### src/rtl/instr_loader_if.sv
// instr_loader_if
// Pin-side bus of the instruction loader. CLK and RESET stay outside as plain
// ports.
//   DIN[2:0]          program chunk, MSB-first         (master -> slave)
//   DIN_VALID         DIN holds a chunk this cycle     (master -> slave)
//   LOAD              level, requests/holds a load     (master -> slave)
//   START             issue the buffered program       (master -> slave)
//   STALL             hold issue                       (master -> slave)
//   INSTRUCTION[8:0]  word presented to the CPU        (slave -> master)
//   write_en          INSTRUCTION valid this cycle     (slave -> master)
//   BUSY              loader is in LOAD or RUN         (slave -> master)
//   COUNT[AW:0]       complete words stored            (slave -> master)
//   DONE              program fully issued             (slave -> master)
interface instr_loader_if #(
  parameter int AW = 3
);
  logic [2:0]  DIN;
  logic        DIN_VALID;
  logic        LOAD;
  logic        START;
  logic        STALL;
  logic [8:0]  INSTRUCTION;
  logic        write_en;
  logic        BUSY;
  logic [AW:0] COUNT;
  logic        DONE;

  modport master (
    output DIN, DIN_VALID, LOAD, START, STALL,
    input  INSTRUCTION, write_en, BUSY, COUNT, DONE
  );

  modport slave (
    input  DIN, DIN_VALID, LOAD, START, STALL,
    output INSTRUCTION, write_en, BUSY, COUNT, DONE
  );
endinterface

### src/rtl/instr_loader.sv
// instr_loader
// Assembles 9-bit instructions from 3-bit chunks arriving on narrow pins,
// stores up to DEPTH of them, and replays the buffer one word per cycle onto
// the CPU instruction/write-enable inputs, honouring STALL.
// Ports:
//   CLK    rising-edge clock
//   RESET  synchronous, active-low reset (0 = reset)
//   bus    instr_loader_if.slave (chunk input, control, CPU-facing outputs)
// All outputs are registered.
module instr_loader #(
  parameter int DEPTH = 8,
  parameter int AW    = 3
) (
  input  logic            CLK,
  input  logic            RESET,
  instr_loader_if.slave   bus
);

  typedef enum logic [1:0] {
    S_IDLE = 2'd0,
    S_LOAD = 2'd1,
    S_RUN  = 2'd2,
    S_FIN  = 2'd3
  } state_e;

  localparam logic [AW:0] COUNT_FULL_M1 = (AW+1)'(DEPTH - 1);

  state_e        state_q, state_d;
  logic [5:0]    asm_q,   asm_d;     // first two chunks of the word in flight
  logic [1:0]    chunk_q, chunk_d;
  logic [AW-1:0] wr_ptr_q, wr_ptr_d;
  logic [AW-1:0] rd_ptr_q, rd_ptr_d;
  logic [AW:0]   count_q, count_d;
  logic [8:0]    instr_q, instr_d;
  logic          we_q,    we_d;
  logic          busy_q,  busy_d;
  logic          done_q,  done_d;

  logic [8:0]    mem_q [DEPTH];
  logic          mem_we;
  logic [8:0]    mem_wdata;

  // NOTE: every variable gets a default before the case so no path leaves
  // it unassigned; otherwise synthesis infers a latch.
  always_comb begin
    state_d   = state_q;
    asm_d     = asm_q;
    chunk_d   = chunk_q;
    wr_ptr_d  = wr_ptr_q;
    rd_ptr_d  = rd_ptr_q;
    count_d   = count_q;
    instr_d   = instr_q;
    we_d      = 1'b0;
    done_d    = done_q;
    mem_we    = 1'b0;
    mem_wdata = {asm_q, bus.DIN};

    unique case (state_q)
      S_IDLE: begin
        if (bus.LOAD) begin
          state_d  = S_LOAD;
          wr_ptr_d = '0;
          count_d  = '0;
          chunk_d  = '0;
          done_d   = 1'b0;
        end else if (bus.START && (count_q != '0)) begin
          state_d  = S_RUN;
          rd_ptr_d = '0;
        end
      end

      S_LOAD: begin
        if (!bus.LOAD) begin
          // Session ended: drop any partial word, keep completed ones.
          state_d = S_IDLE;
          chunk_d = '0;
        end else if (bus.DIN_VALID) begin
          asm_d = {asm_q[2:0], bus.DIN};
          if (chunk_q == 2'd2) begin
            mem_we   = 1'b1;
            wr_ptr_d = wr_ptr_q + 1'b1;
            count_d  = count_q + 1'b1;
            chunk_d  = '0;
            if (count_q == COUNT_FULL_M1) begin
              state_d = S_IDLE;
            end
          end else begin
            chunk_d = chunk_q + 1'b1;
          end
        end
      end

      S_RUN: begin
        if (!bus.STALL) begin
          instr_d  = mem_q[rd_ptr_q];
          we_d     = 1'b1;
          rd_ptr_d = rd_ptr_q + 1'b1;
          if ({1'b0, rd_ptr_q} == (count_q - 1'b1)) begin
            state_d = S_FIN;
          end
        end
      end

      S_FIN: begin
        done_d = 1'b1;
        if (bus.LOAD) begin
          state_d  = S_LOAD;
          wr_ptr_d = '0;
          count_d  = '0;
          chunk_d  = '0;
          done_d   = 1'b0;
        end else if (bus.START) begin
          state_d  = S_RUN;
          rd_ptr_d = '0;
          done_d   = 1'b0;
        end
      end

      default: state_d = S_IDLE;
    endcase

    // A reset edge must not commit a buffer write.
    if (!RESET) begin
      mem_we = 1'b0;
    end
  end

  assign busy_d = (state_d == S_LOAD) || (state_d == S_RUN);

  // NOTE: state registers use non-blocking assignments so every flop samples
  // the pre-edge values, independent of statement order.
  always_ff @(posedge CLK) begin
    if (!RESET) begin
      state_q  <= S_IDLE;
      asm_q    <= '0;
      chunk_q  <= '0;
      wr_ptr_q <= '0;
      rd_ptr_q <= '0;
      count_q  <= '0;
      instr_q  <= '0;
      we_q     <= 1'b0;
      busy_q   <= 1'b0;
      done_q   <= 1'b0;
    end else begin
      state_q  <= state_d;
      asm_q    <= asm_d;
      chunk_q  <= chunk_d;
      wr_ptr_q <= wr_ptr_d;
      rd_ptr_q <= rd_ptr_d;
      count_q  <= count_d;
      instr_q  <= instr_d;
      we_q     <= we_d;
      busy_q   <= busy_d;
      done_q   <= done_d;
    end
  end

  // NOTE: the buffer has no reset; it is unreachable while COUNT=0, and
  // leaving it unreset lets it map onto plain RAM.
  always_ff @(posedge CLK) begin
    if (mem_we) begin
      mem_q[wr_ptr_q] <= mem_wdata;
    end
  end

  assign bus.INSTRUCTION = instr_q;
  assign bus.write_en    = we_q;
  assign bus.BUSY        = busy_q;
  assign bus.COUNT       = count_q;
  assign bus.DONE        = done_q;

endmodule
### src/flat_wrapper.sv
// flat-port wrapper written by rule: the top's interface ports become plain ports
module instr_loader_flat 
#(
  parameter int DEPTH = 8,
  parameter int AW    = 3
)
  (CLK, RESET, bus_DIN, bus_DIN_VALID, bus_LOAD, bus_START, bus_STALL, bus_INSTRUCTION, bus_write_en, bus_BUSY, bus_COUNT, bus_DONE);
  instr_loader_if #(.AW(AW)) bus_i ();
  input  logic CLK;
  input  logic RESET;
  input wire logic [$bits(bus_i.DIN)-1:0] bus_DIN;
  input wire logic [$bits(bus_i.DIN_VALID)-1:0] bus_DIN_VALID;
  input wire logic [$bits(bus_i.LOAD)-1:0] bus_LOAD;
  input wire logic [$bits(bus_i.START)-1:0] bus_START;
  input wire logic [$bits(bus_i.STALL)-1:0] bus_STALL;
  output wire logic [$bits(bus_i.INSTRUCTION)-1:0] bus_INSTRUCTION;
  output wire logic [$bits(bus_i.write_en)-1:0] bus_write_en;
  output wire logic [$bits(bus_i.BUSY)-1:0] bus_BUSY;
  output wire logic [$bits(bus_i.COUNT)-1:0] bus_COUNT;
  output wire logic [$bits(bus_i.DONE)-1:0] bus_DONE;
  assign bus_i.DIN = bus_DIN;
  assign bus_i.DIN_VALID = bus_DIN_VALID;
  assign bus_i.LOAD = bus_LOAD;
  assign bus_i.START = bus_START;
  assign bus_i.STALL = bus_STALL;
  assign bus_INSTRUCTION = bus_i.INSTRUCTION;
  assign bus_write_en = bus_i.write_en;
  assign bus_BUSY = bus_i.BUSY;
  assign bus_COUNT = bus_i.COUNT;
  assign bus_DONE = bus_i.DONE;
  instr_loader #(.DEPTH(DEPTH), .AW(AW)) u_core (.CLK(CLK), .RESET(RESET), .bus(bus_i));
endmodule
### config.mk
export PLATFORM = sky130hd
export DESIGN_NAME = instr_loader_flat
export DESIGN_NICKNAME = d
export VERILOG_FILES = /design/src/rtl/instr_loader_if.sv /design/src/rtl/instr_loader.sv /design/src/flat_wrapper.sv
export SDC_FILE = /design/constraint.sdc
export NUM_CORES = 1
export LEC_CHECK = 0
export BUFFER_PORTS_ARGS = -buffer_cell sky130_fd_sc_hd__clkbuf_2
export CORE_UTILIZATION = 45
export CTS_BUF_LIST = sky130_fd_sc_hd__clkbuf_4
export CTS_CLUSTER_DIAMETER = 200
export CTS_CLUSTER_SIZE = 20
export DETAILED_ROUTE_END_ITERATION = 12
export PLACE_DENSITY = 0.66
export SYNTH_ARGS = -nofsm -noshare
export SYNTH_HDL_FRONTEND = slang
export SYNTH_SLANG_ARGS = --single-unit
### constraint.sdc
create_clock -name CLK -period 2.6 [get_ports CLK]
set_input_delay 0.52 -clock CLK [delete_from_list [all_inputs] [get_ports CLK]]
set_output_delay 0.52 -clock CLK [all_outputs]
set_load 0.005 [all_outputs]
### Word level (Yosys, flattened, before mapping)

Memories as Yosys holds them, arrays and structs flattened. A register that Yosys moved wholly into a read port is not among the register bits.
Index checks and enable logic that the tools add are counted.

* register bits: 23
* memory bits (writable): 72
* word-level logic and storage cells: 95
* memories kept: 1

* add/sub/neg operators: 5
* equal/unequal tests: 19
* mux-type cells: 44
* bitwise operators: 1
* reduce and logical (&&, ||, !) cells: 16

Memory list
* u_core.mem_q: depth 8, bits a word 9, rd ports 1, clocked after Yosys merged registers in 1, write ports 1, RTL line instr_loader.sv:39 `logic [8:0] mem_q [DEPTH];`

Operator list (count)
* 2-bit 2-to-1 mux: 14
* 3-bit 2-to-1 mux: 9
* 4-bit 2-to-1 mux: 4
* 2-bit inequality test (second input constant): 7
* 1-bit 2-to-1 mux: 11
* 3-bit case mux with 3 select lines: 1
* 2-bit equality test (second input constant): 4
* 2-bit case mux with 4 select lines: 1
* 4-bit case mux with 2 select lines: 1
* 3-bit by 1-bit adder with 3-bit output (second input constant): 2
* 2-bit by 1-bit inequality test with 1-bit output (second input constant): 3
* 3-bit case mux with 2 select lines: 1
* 2-bit AND reduction: 3
* 3-bit AND reduction: 2
* 6-bit AND reduction: 1
* 5-bit AND reduction: 1
* 4-bit by 1-bit adder with 4-bit output (second input constant): 1
* 2-bit by 1-bit equality test with 1-bit output (second input constant): 2
* 3-bit by 4-bit equality test with 1-bit output: 1
* 4-bit by 3-bit equality test with 1-bit output (second input constant): 1
* 2-bit case mux with 2 select lines: 1
* 2-bit nonzero test: 2
* 4-bit nonzero test: 1
* 4-bit by 1-bit subtractor with 4-bit output (second input constant): 1
* 10 further kinds: 10

### Logic depth before layout (Yosys ltp)

* depth after elaboration: 8
* depth in mapped cells: 8

### Worst setup path after synthesis

OpenSTA, ideal clock, no wires.

* path kind: reg2reg
* from: reg u_core.state_q[0]
* to: mem u_core.mem_q[0][0] (enable)
* arrival: 1.812 ns
* data required time: 2.213 ns
* path slack: 0.402 ns
* stages on the path, launching flop included: 5
* clock period less this slack: 2.198 ns
* cell sequence: dfxtp_1 ha_1 nand3_1 or3_1 nor3_1

* word-level cells in the longest chain between the ends: 5

Ends and longest elaborated chain
* from (decl): RTL line instr_loader.sv:28 `state_e state_q, state_d;`
* from (signal assigned): RTL line instr_loader.sv:145 `state_q <= state_d;`
* 2-bit by 1-bit equality test with 1-bit output: RTL line instr_loader.sv:58 `unique case (state_q)`
* 1-bit 2-to-1 mux: RTL line instr_loader.sv:58
* 1-bit 2-to-1 mux: RTL line instr_loader.sv:123 `if (!RESET) begin`
* 1-bit 2-to-1 mux: RTL line instr_loader.sv:161 `if (mem_we) begin`
* 1-bit 2-to-1 mux (implied by the code): RTL line instr_loader.sv:162 `mem_q[wr_ptr_q] <= mem_wdata;`
* to (decl): RTL line instr_loader.sv:39

Every way passes these cells.

### Worst setup path in the final report

* from: reg u_core.count_q[0], in the netlist u_core.bus.COUNT[0]
* to: reg u_core.busy_q, in the netlist u_core.bus.BUSY

* word-level cells in the longest chain between the ends: 8

Ends and longest elaborated chain
* from (decl): RTL line instr_loader.sv:33 `logic [AW:0] count_q, count_d;`
* from (signal assigned): RTL line instr_loader.sv:150 `count_q <= count_d;`
* branches (longest 5 deep; another with 4-bit by 1-bit subtractor with 4-bit output)
* 2-bit case mux with 4 select lines *: RTL line instr_loader.sv:58
* 2-bit by 1-bit equality test with 1-bit output or 2-bit equality test (tied branches): RTL line instr_loader.sv:128 `assign busy_d = (state_d == S_LOAD) || (state_d == S_RUN);`
* 1-bit logical OR *: RTL line instr_loader.sv:128
* to (signal assigned): RTL line instr_loader.sv:153 `busy_q <= busy_d;`
* to (decl): RTL line instr_loader.sv:36 `logic busy_q, busy_d;`

Every way passes the cells marked *.
A chain may end at the register's enable or synchronous reset.

==> results.cfg <==
[status]
run_status = finished, final reports clean

[power]
seqPwrFrac_pct = 49.4
power-per-cell-area_nw_per_um2 = 804.3
report.power.total_mw = 3.950
p_int_mw = 2.637
combinational_fraction_of_design_power_pct = 30.6
clock_power_share_pct = 20.0
total_leakage_power_nw = 1.843
p_sw_mw = 1.313
vdd_ir_drop_max_mv = 0.4159
switching_share_pct = 33.25

[layout]
layout_cells_sized_above_1_pct = 25.15
design.final.nets = 351
area_growth_syn_to_layout_pct = 9.760
fillCellCount = 815
final-instance-count-excl-fill = 471
finish.utilization_pct = 50.71
insertedDiodeCount = 0

[synthesis]
post_synthesis_cell_area_um2 = 4474
dominant_combinational_cell_family_by_area_after_synthesis = multiplexers
synth-seq-area-share_pct = 62.64
synth_async_sr_flop_share_pct = 0
leading_post_synthesis_cells_by_cell_area = edfxtp_1 (48%), dfxtp_1 (14%), mux4_2 (9.1%)
synth_xor_area_share_pct = 1.370
synth_commonest_cells = edfxtp_1 (72), dfxtp_1 (32), mux2i_1 (19), nand2_1 (19), nor2_1 (19)
synth.lib_cells_used.distinct = 50
synthCells = 297
post_synth_and_or_nand_nor_area_fraction_pct = 9.676
synth.yosys.warnings = 0
mappedNetlistNets = 315
synthAdderAreaFrac_pct = 2.517
yosys.area.top_type = edfxtp_1
yosys.cell_count.top_type = edfxtp_1
synth_top_flop_cell = edfxtp_1
synthDominantCellAreaShare_pct = 48.32
synthMuxAreaShare_pct = 13.65
synth_edf_count = 72
syn-mean-instance-area_um2 = 15.06
post_synthesis_compound_gate_area_fraction_pct = 7.383
yosys_register_bits = 104

[setup_path]
timing.critical_path.max_delay_family = flip-flops
rrSetupSlack_ns = 0.53
crit_path_category = flip-flop to flip-flop
critical_path_launch_point_type = flip-flop
r2r_start = u_core.bus.COUNT[0]$_SDFFE_PN0P_
critical_path.cell_chain = inv_1 > ha_1 > nor3b_2 > a211o_2 > o2111a_1 > nor2_4 > mux2_4
worstSetupStartpoint = u_core.bus.COUNT[0]$_SDFFE_PN0P_
path_buf_inv = 1
timing.critical_path.slowest_stage_cell = dfxtp_1
worst-path-max-fanout = 8
worst_ep_arrival_time_ns = 2.42
worstPathRequired_ns = 2.95
critical-path-max-stage-delay_ns = 0.52
timing.critical_path.to_type = flip-flop

[placed_design]
detailedPlacementHpwl_um = 5385
place.gp.congestion = 0.7469
dpl.cell_count = 455
io_buffer_count = 24

[sta]
fin_tns_setup_ns = 0
finalCritPeriodShare_pct = 79.62
timing.clock.skew_ns = 0.02562
fin_worst_hold_slack_ns = 0.3634
period_needed_ns = 2.070
final_max_slew_viol_count = 0
finalSetupViolCount = 0
max-slew-margin-rel_pct = 63.59
rsz0062_at_grt = no
tightestPinTransition_ns = 0.5446
achievable-frequency_mhz = 483.1
report.final.hold_viol_count = 0

[floorplan]
fp-row-count = 36
die_area_um2 = 10350
floorplan.die.width_um = 101.7
initial_utilization_pct = 46.20
core_um2 = 9684
io_pins = 25
die_y_um = 101.7

[clock_tree]
clk_transition_reported_paths_ns = 0.18
clock_tree_from_tritoncts = done
clk_latency_ns = 0.45
cts-resized-gates = 0
cts_htree_levels = 3
cts_buffer_depth = 2
cts_num_sinks = 104
cts_hold_repair.buffers = 0
clock_buffer_count_from_cts = 9
root_buffer = clkbuf_4
post-cts-setup-buffer-count = 0

[route]
avgViaCountPerCell = 5.287
drc = 0
drtPass1Iterations = 4
antenna_left = 0
routedWlPerCell_um = 17.04
wl_um = 8025
vias = 2490
drtIter0Drc = 186

[global_routing]
global_route.overflow_total = 0
first_global_vias = 2376
grt_first_pass_wirelength_um = 12780
grt_start_max_net_pins = 29
antenna_found_initial = 0
groute.usage.overall_pct = 16.97

[worst_hold_path]
min_path_type = primary input to flip-flop
min_from = bus_DIN[2]

[flow_run]
drv.max_cap_violation_count = 0
state kept, by name, summed over array words and instances, names as in the netlist:
signal / cells
u_core.asm_q: 6
u_core.bus.BUSY: 1
u_core.bus.COUNT: 4
u_core.bus.DONE: 1
u_core.bus.INSTRUCTION: 9
u_core.bus.write_en: 1
u_core.chunk_q: 2
u_core.mem_q: 72
u_core.rd_ptr_q: 3
u_core.state_q: 2
u_core.wr_ptr_q: 3
per-layer routing:
metal / GRT usage [%] / vias up / routed length (um)
met4: 6.800 / 0 / 160
met5: 0 / - / 0
li1: - / 1207 / -
met3: 2.277 / 15 / 367
met1: 23.83 / 1203 / 3648
met2: 26.82 / 65 / 3849
through the flow:
stage          instance area, um^2  worst slack, ns
3_5_place_dp                  4772           0.5563
6_report                      4911           0.5299
3_3_place_gp                  4772           0.6446
5_1_grt                       4911           0.4172
2_1_floorplan                 4474           0.4017
4_1_cts                       4911           0.5318
cell type report:
class	count	area (um^2)	area share [%]
timing repair buffer	38	225.2	4.586
sequential	104	2803	57.07
multi-input combinational	172	1548	31.52
inverter	8	30.03	0.6115
clock buffer	9	67.56	1.376
tap	133	166.4	3.389
clock inverter	7	71.32	1.452
cell usage in the layout, fill, tap and decap left out, types with 2 or more instances in the layout:
cell type  netlist  final
edfxtp_1        72     72
dfxtp_1         32     32
clkbuf_2         0     24
nor2_1          19     19
nand2_1         19     19
mux2i_1         19     19
mux4_2          18     18
buf_4            1     14
nor2b_1         10     10
o211a_1         10     10
ha_1             9      9
clkbuf_4         0      9
inv_1            8      8
nand2b_1         6      6
nor3_1           6      6
nand3_1          5      5
xnor2_1          5      5
a21oi_1          5      5
nand3b_1         3      3
nor3b_1          3      3
inv_8            0      3
xor2_1           2      2
o21ai_0          2      2
or2_1            2      2
a311oi_2         2      2
nor2_4           2      2
and2_1           2      2
a21boi_1         2      2
o22ai_1          2      2
logic make-up (layout without fill, tap and decap cells):
logic type,Yosys count,after routing
multiplexers,38,38
AND/OR/NAND/NOR,82,82
flip-flops,104,104
adder cells (fa/ha/maj),9,9
XOR/XNOR,7,7
buffers and inverters,21,62
AO/OA/AOI/OAI,36,36
power groups by stage:
stage / combinational, mW / sequential [mW] / clock, mW
finish: 1.21 / 1.95 / 0.791
global route: 1.33 / 1.97 / 0.871
CTS: 1.22 / 1.95 / 0.816
detailed placement: 1.22 / 1.99 / 0
global placement: 1.20 / 1.98 / 0
floorplan: 0.994 / 1.97 / 0
worst paths after layout:
path / end / depth (start not counted)
max: u_core.bus.BUSY$_SDFF_PN0_ / 7
min: u_core.mem_q[5][2]$_DFFE_PP_ / 1
max reg2reg: u_core.bus.BUSY$_SDFF_PN0_ / 7
min reg2reg: u_core.chunk_q[1]$_SDFFE_PN0P_ / 2
Power figures use the tool's default switching activity.
